--- src/rtl/xcore_if_bpu_ckpt_if.sv ---
// rtl/xcore_if_bpu_ckpt_if.sv - BPU push / writeback / GHR commit bundle for the branch checkpoint queue
//
// Purpose: groups the prediction push channel, the resolution channel and the
// back-end GHR update port of xcore_if_bpu_ckpt into one interface.
// Ports (master = fetch/back-end side, slave = checkpoint queue):
//   i_bpu_req, i_bpu_taken, i_ghr_val   prediction push (master -> slave)
//   o_bpu_ready                         push accepted this cycle (slave -> master)
//   i_wb_req, i_wb_taken, i_wb_flush    resolution / flush (master -> slave)
//   o_cmt_req, o_cmt_ghr, o_cmt_target,
//   o_cmt_ghr_val                       GHR update port (slave -> master)
interface xcore_if_bpu_ckpt_if #(
  parameter int GHRLEN = 2
) ();
  logic              i_bpu_req;
  logic              i_bpu_taken;
  logic [GHRLEN-1:0] i_ghr_val;
  logic              o_bpu_ready;
  logic              i_wb_req;
  logic              i_wb_taken;
  logic              i_wb_flush;
  logic              o_cmt_req;
  logic              o_cmt_ghr;
  logic              o_cmt_target;
  logic [GHRLEN-1:0] o_cmt_ghr_val;

  modport master (
    output i_bpu_req, i_bpu_taken, i_ghr_val, i_wb_req, i_wb_taken, i_wb_flush,
    input  o_bpu_ready, o_cmt_req, o_cmt_ghr, o_cmt_target, o_cmt_ghr_val
  );

  modport slave (
    input  i_bpu_req, i_bpu_taken, i_ghr_val, i_wb_req, i_wb_taken, i_wb_flush,
    output o_bpu_ready, o_cmt_req, o_cmt_ghr, o_cmt_target, o_cmt_ghr_val
  );
endinterface

--- src/rtl/xcore_if_bpu_ckpt.sv ---
// rtl/xcore_if_bpu_ckpt.sv - in-flight branch checkpoint queue and GHR update controller
//
// Purpose: records each BPU prediction with the GHR value before it, pops the
// oldest entry on resolution, and drives the GHR update port (correct or
// mispredict with restore value). Throttles the BPU when full and for the
// redirect cycle after a mispredict, and keeps saturating branch statistics.
// Ports:
//   i_sys_clk    clock, rising edge
//   i_sys_rst    synchronous active-low reset
//   bus          xcore_if_bpu_ckpt_if.slave: push / resolve / commit channels
//   o_cnt        current occupancy
//   o_err        sticky: resolution seen with an empty queue
//   o_br_total   committed branches, saturating
//   o_br_miss    mispredicted branches, saturating
module xcore_if_bpu_ckpt #(
  parameter int GHRLEN = 2,
  parameter int DEPTH  = 4,
  parameter int CNTW   = 16
) (
  input  logic                     i_sys_clk,
  input  logic                     i_sys_rst,
  xcore_if_bpu_ckpt_if.slave       bus,
  output logic [$clog2(DEPTH):0]   o_cnt,
  output logic                     o_err,
  output logic [CNTW-1:0]          o_br_total,
  output logic [CNTW-1:0]          o_br_miss
);
  localparam int PW = $clog2(DEPTH);
  localparam int CW = PW + 1;
  localparam logic [CW-1:0] FULL = CW'(DEPTH);

  typedef struct packed {
    logic              taken;
    logic [GHRLEN-1:0] ghr_snap;
  } entry_t;

  entry_t mem [DEPTH];

  logic [PW-1:0]     wr_ptr;
  logic [PW-1:0]     rd_ptr;
  logic [CW-1:0]     count;
  logic              cmt_req;
  logic              cmt_ghr;
  logic              cmt_target;
  logic [GHRLEN-1:0] cmt_ghr_val;

  logic   ready;
  logic   push;
  logic   pop;
  logic   miss;
  entry_t head;

  // cmt_ghr doubles as the mispredict pulse: it holds off pushes for the
  // single redirect cycle so no wrong-path prediction is recorded.
  assign ready = (count < FULL) && !cmt_ghr;
  assign push  = bus.i_bpu_req && ready;
  assign pop   = bus.i_wb_req && (count != '0);
  assign head  = mem[rd_ptr];
  assign miss  = head.taken != bus.i_wb_taken;

  // The top snapshot bit is shifted out of the restore value.
  logic unused_snap_msb;
  assign unused_snap_msb = head.ghr_snap[GHRLEN-1];

  // Storage needs no reset: pointers and count define what is valid, and a
  // write that is later dropped (flush/mispredict) is never read.
  always_ff @(posedge i_sys_clk) begin
    if (push) begin
      mem[wr_ptr] <= {bus.i_bpu_taken, bus.i_ghr_val};
    end
  end

  always_ff @(posedge i_sys_clk) begin
    if (!i_sys_rst) begin
      wr_ptr      <= '0;
      rd_ptr      <= '0;
      count       <= '0;
      cmt_req     <= 1'b0;
      cmt_ghr     <= 1'b0;
      cmt_target  <= 1'b0;
      cmt_ghr_val <= '0;
      o_err       <= 1'b0;
      o_br_total  <= '0;
      o_br_miss   <= '0;
    end else if (bus.i_wb_flush) begin
      wr_ptr  <= '0;
      rd_ptr  <= '0;
      count   <= '0;
      cmt_req <= 1'b0;
      cmt_ghr <= 1'b0;
    end else begin
      cmt_req <= pop;
      cmt_ghr <= pop && miss;

      if (bus.i_wb_req && (count == '0)) begin
        o_err <= 1'b1;
      end

      if (pop) begin
        cmt_target  <= bus.i_wb_taken;
        cmt_ghr_val <= {head.ghr_snap[GHRLEN-2:0], bus.i_wb_taken};
        if (o_br_total != '1) begin
          o_br_total <= o_br_total + CNTW'(1);
        end
        if (miss && (o_br_miss != '1)) begin
          o_br_miss <= o_br_miss + CNTW'(1);
        end
      end

      if (pop && miss) begin
        // Everything younger than the mispredicted branch is wrong-path.
        wr_ptr <= '0;
        rd_ptr <= '0;
        count  <= '0;
      end else begin
        if (push) begin
          wr_ptr <= wr_ptr + PW'(1);
        end
        if (pop) begin
          rd_ptr <= rd_ptr + PW'(1);
        end
        count <= count + CW'(push) - CW'(pop);
      end
    end
  end

  assign bus.o_bpu_ready   = ready;
  assign bus.o_cmt_req     = cmt_req;
  assign bus.o_cmt_ghr     = cmt_ghr;
  assign bus.o_cmt_target  = cmt_target;
  assign bus.o_cmt_ghr_val = cmt_ghr_val;
  assign o_cnt             = count;

endmodule

--- src/flat_wrapper.sv ---
// flat-port wrapper written by rule: the top's interface ports become plain ports
module xcore_if_bpu_ckpt_flat 
#(
  parameter int GHRLEN = 2,
  parameter int DEPTH  = 4,
  parameter int CNTW   = 16
)
  (i_sys_clk, i_sys_rst, o_cnt, o_err, o_br_total, o_br_miss, bus_i_bpu_req, bus_i_bpu_taken, bus_i_ghr_val, bus_i_wb_req, bus_i_wb_taken, bus_i_wb_flush, bus_o_bpu_ready, bus_o_cmt_req, bus_o_cmt_ghr, bus_o_cmt_target, bus_o_cmt_ghr_val);
  xcore_if_bpu_ckpt_if #(.GHRLEN(GHRLEN)) bus_i ();
  input  logic i_sys_clk;
  input  logic i_sys_rst;
  output logic [$clog2(DEPTH):0] o_cnt;
  output logic o_err;
  output logic [CNTW-1:0] o_br_total;
  output logic [CNTW-1:0] o_br_miss;
  input wire logic [$bits(bus_i.i_bpu_req)-1:0] bus_i_bpu_req;
  input wire logic [$bits(bus_i.i_bpu_taken)-1:0] bus_i_bpu_taken;
  input wire logic [$bits(bus_i.i_ghr_val)-1:0] bus_i_ghr_val;
  input wire logic [$bits(bus_i.i_wb_req)-1:0] bus_i_wb_req;
  input wire logic [$bits(bus_i.i_wb_taken)-1:0] bus_i_wb_taken;
  input wire logic [$bits(bus_i.i_wb_flush)-1:0] bus_i_wb_flush;
  output wire logic [$bits(bus_i.o_bpu_ready)-1:0] bus_o_bpu_ready;
  output wire logic [$bits(bus_i.o_cmt_req)-1:0] bus_o_cmt_req;
  output wire logic [$bits(bus_i.o_cmt_ghr)-1:0] bus_o_cmt_ghr;
  output wire logic [$bits(bus_i.o_cmt_target)-1:0] bus_o_cmt_target;
  output wire logic [$bits(bus_i.o_cmt_ghr_val)-1:0] bus_o_cmt_ghr_val;
  assign bus_i.i_bpu_req = bus_i_bpu_req;
  assign bus_i.i_bpu_taken = bus_i_bpu_taken;
  assign bus_i.i_ghr_val = bus_i_ghr_val;
  assign bus_i.i_wb_req = bus_i_wb_req;
  assign bus_i.i_wb_taken = bus_i_wb_taken;
  assign bus_i.i_wb_flush = bus_i_wb_flush;
  assign bus_o_bpu_ready = bus_i.o_bpu_ready;
  assign bus_o_cmt_req = bus_i.o_cmt_req;
  assign bus_o_cmt_ghr = bus_i.o_cmt_ghr;
  assign bus_o_cmt_target = bus_i.o_cmt_target;
  assign bus_o_cmt_ghr_val = bus_i.o_cmt_ghr_val;
  xcore_if_bpu_ckpt #(.GHRLEN(GHRLEN), .DEPTH(DEPTH), .CNTW(CNTW)) u_core (.i_sys_clk(i_sys_clk), .i_sys_rst(i_sys_rst), .bus(bus_i), .o_cnt(o_cnt), .o_err(o_err), .o_br_total(o_br_total), .o_br_miss(o_br_miss));
endmodule
--- config.mk ---
export PLATFORM = sky130hd
export DESIGN_NAME = xcore_if_bpu_ckpt_flat
export DESIGN_NICKNAME = d
export VERILOG_FILES = /design/src/rtl/xcore_if_bpu_ckpt_if.sv /design/src/rtl/xcore_if_bpu_ckpt.sv /design/src/flat_wrapper.sv
export SDC_FILE = /design/constraint.sdc
export NUM_CORES = 1
export LEC_CHECK = 0
export ABC_AREA = 1
export CORE_MARGIN = 2
export CORE_UTILIZATION = 53
export CTS_CLUSTER_DIAMETER = 120
export CTS_CLUSTER_SIZE = 12
export DETAILED_ROUTE_END_ITERATION = 8
export GPL_TIMING_DRIVEN = 0
export PLACE_DENSITY = 0.8
export SLEW_MARGIN = 15
export SYNTH_ARGS = -nofsm -noshare
export SYNTH_HDL_FRONTEND = slang
export SYNTH_SLANG_ARGS = --single-unit
--- constraint.sdc ---
create_clock -name i_sys_clk -period 2.2 [get_ports i_sys_clk]
set_input_delay 0.33 -clock i_sys_clk [delete_from_list [all_inputs] [get_ports i_sys_clk]]
set_output_delay 0.33 -clock i_sys_clk [all_outputs]
set_load 0.03 [all_outputs]
==> impl_summary.txt <==
----------------------------------------------------
[Placement]
  Post-DP HPWL ... 4.69 mm
  Cell count after placement ... 506
  Weighted congestion reported at the end of routability-driven placement ... 0.888
  Placed cell area ... 3440 µm²
  Port Buf Inserts ... 49

[STA]
  Post-layout minimum cycle time ... 2.08 ns
  Setup Viol. Count Final ... 0
  Max Clk Rate ... 482 MHz
  Total count of hold-check failures in the final report ... 0
  Worst hold margin ... 0.469 ns
  Transition at the pin with the smallest max-transition slack ... 0.524 ns
  Period utilization ... 0.944
  Max-slew violation total from the final report ... 0
  RSZ-0062 raised after global routing ... no
  Clock Skew ... 0.00704 ns
  Relative slew slack ... 0.651

[Worst setup path]
  Arrival time reported for the critical path endpoint ... 2.31 ns
  Register-to-register path setup slack ... 0.16 ns
  Type of the worst setup path ... in2reg
  Source of the critical timing path ... bus_i_wb_req
  Crit start category ... input pin
  Nature of the critical path endpoint ... flop
  Data required, critical path ... 2.43 ns
  Largest fanout on the critical path ... 4
  Worst reg2reg path startpoint ... u_core.o_cnt[0]

[GRT]
  Via count of the first global-routing pass ... 2486
  Global-route usage over all layers ... 0.216
  Maximum number of pins on one net before global-route repair ... 18
  Congestion Overflow GR ... 0
  First-pass GRT wire length ... 10.6 mm
  Antenna violations before repair ... 0

[Logic synthesis]
  Cell type with the largest total area after synthesis ... dfxtp_1
  Syn_area_per_cell ... 7.39 µm²
  Net count after synthesis ... 404
  Post-Synthesis Cells ... 387
  Syn Std Cell Area ... 2860 µm²
  Number of different library cells in the post-synthesis netlist ... 31
  Share of synthesized area occupied by flip-flops and latches ... 0.406
  Fraction of post-synthesis cell area in the top cell type by area ... 0.322
  Syn. warnings ... 0
  Flip-flop and latch count after synthesis ... 54
  Cell types occupying the most area after synthesis ... dfxtp_1 (32%), nand2_1 (15%), edfxtp_1 (8.4%)

[Floorplanning]
  Overall die width ... 77.4 µm
  Die outline height ... 77.4 µm
  Area of the core region ... 5170 µm²
  Top-level I/O count ... 51
  Starting density of the core ... 0.553
  Die area ... 6000 µm²
  FP Rows ... 26

[Min path]
  Worst min-delay path category ... reg2reg
  Startpoint of the worst hold path ... u_core.o_err

[Clocking]
  Total CTS buffers ... 5
  Number of sinks driven by the clock tree ... 54
  Clock Tree Root ... clkbuf_8
  Number of levels in the clock H-tree ... 2
  Setup bufs post-CTS ... 0
  Clock network latency to the later pin of the worst-skew pair ... 0.31 ns
  TritonCTS clock tree ... done
  Bufs on Longest Clock Path ... 2
  Post-cts repair resize count ... 0
  Post-CTS clock slew at the launch and capture registers of the worst setup and hold paths ... 0.09 ns
  Cts-stage hold buffer count ... 0

[Detailed routing]
  Routed wire per std cell ... 11.9 µm
  Vias ... 2636
  Residual antenna-violating net count after detailed routing ... 0
  Average via count per standard cell ... 5.13
  Iteration-0 DRC Markers ... 92
  Number of design rule violations left after detail routing ... 0
  Number of iterations in the first detailed-routing pass ... 4
  Wire length after detailed routing ... 6.10 mm

[Cells and area]
  Share of the core filled with cells ... 0.683
  Diode count ... 0
  Number of fill cells ... 433
  Number of nets in the layout ... 460
  Most common cell after layout, fill and taps aside ... nand2_1
  Total non-filler cell area in the finished layout ... 3530 µm²
  Highest-count cells in the layout ignoring fill and taps ... nand2_1 (114), clkdlybuf4s50_1 (49), nor2_1 (48), dfxtp_1 (44)
  Area growth from synthesis to layout ... 23.6%
  Final cell count without fillers ... 514
  Layout cell share with drive strength beyond 1 ... 0.0698

[Status]
  Outcome ... completed

[Power and ir drop]
  Total power after layout ... 1850 µW
  Leakage dissipation ... 0.00129 µW
  Power per unit of standard cell area ... 522 nW/µm²
  Worst IR Drop VDD ... 0.000444 V

[Run]
  Max cap viols ... 0

----------------------------------------------------
flip-flops by register name, indices dropped and copies added, names as in the netlist, named ones only:
register and flops:
u_core.bus.o_cmt_req 1, u_core.o_br_miss 16, u_core.o_cnt 3, u_core.rd_ptr 2, u_core.bus.o_cmt_ghr 1, u_core.o_br_total 16
u_core.bus.o_cmt_ghr_val 2, u_core.wr_ptr 2, u_core.mem 8, u_core.o_err 1
synthesized netlist by cell type:
cell      instances
nor3b_4           1
ha_1              7
nor2_8            1
buf_12            1
nor3_1            1
or2_2             1
clkbuf_1          3
edfxtp_1          8
nor2_2            1
xnor2_1          11
buf_2             2
a31oi_1           1
nor3b_1           2
nor2_1           50
xor2_1           11
fa_1              1
buf_6             2
buf_4             1
o21ai_0          10
nor2_4            2
nand3b_4          1
nand2_2           2
nand2_1         114
o21bai_1          1
nand3_2           2
nand4_1           7
dfxtp_1          46
nand2_4           2
inv_1            33
nand3_1          29
a21oi_1          33
final timing paths:
path | to | cells after the start
max reg2reg | u_core.o_cnt[2] | 10
max | u_core.o_cnt[2] | 9
min reg2reg | u_core.o_err | 2
min | u_core.o_err | 2
metrics by stage:
step / TNS (ns) / worst slack (ns)
final: 0 / 0.123
after global routing: 0 / 0.00486
after CTS: 0 / 0.0668
after detailed placement: -0.236 / -0.236
after global placement: -0.168 / -0.168
after floorplan: 0 / 0.0571
power by group:
group / total (µW) / internal (µW) / switching [µW] / leakage (µW)
Clock: 550 / 224 / 326 / 0.0000441
Sequential: 1040 / 1020 / 19.5 / 0.000446
Combinational: 252 / 95.5 / 156 / 0.000802
final cells by class:
class | instances | area (µm²) | area share
well taps | 70 | 87.6 | 0.0248
repair buffers | 49 | 490 | 0.139
multi-input cells | 291 | 1510 | 0.427
flip-flops and latches | 54 | 1160 | 0.329
clock inverters | 3 | 21.3 | 0.00602
inverters | 33 | 124 | 0.0350
clock buffers | 5 | 68.8 | 0.0195
plain buffers | 9 | 71.3 | 0.0202
worst max-delay path: stages:
cell and delay, ns:
clkdlybuf4s50_1 0.53, nand2_2 0.14, nor2_2 0.15, o21bai_1 0.14
ha_1 0.17, inv_1 0.05, fa_1 0.37, or2_2 0.30
a21oi_1 0.13
routing by layer:
metal / track usage / vias to the layer above / wire length [µm]
li1: - / 1352 / -
met1: 0.262 / 1219 / 2780
met2: 0.382 / 60 / 2940
met3: 0.0500 / 5 / 324
met4: 0.0625 / 0 / 55
met5: 0 / - / 0
logic make-up (layout without fill, tap and decap cells):
| kind of cell | count (synthesis) | after routing | share of synthesized area |
|---|---|---|---|
| DFF | 54 | 54 | 0.406 |
| buffers and inverters | 42 | 99 | 0.0683 |
| adders and majority gates | 8 | 8 | 0.0376 |
| AOI/OAI and AO/OA | 45 | 45 | 0.0801 |
| xor gates and xnor gates | 22 | 22 | 0.0674 |
| and+or+nand+nor | 216 | 216 | 0.340 |
No activity file was read; power rests on OpenSTA's default activity.
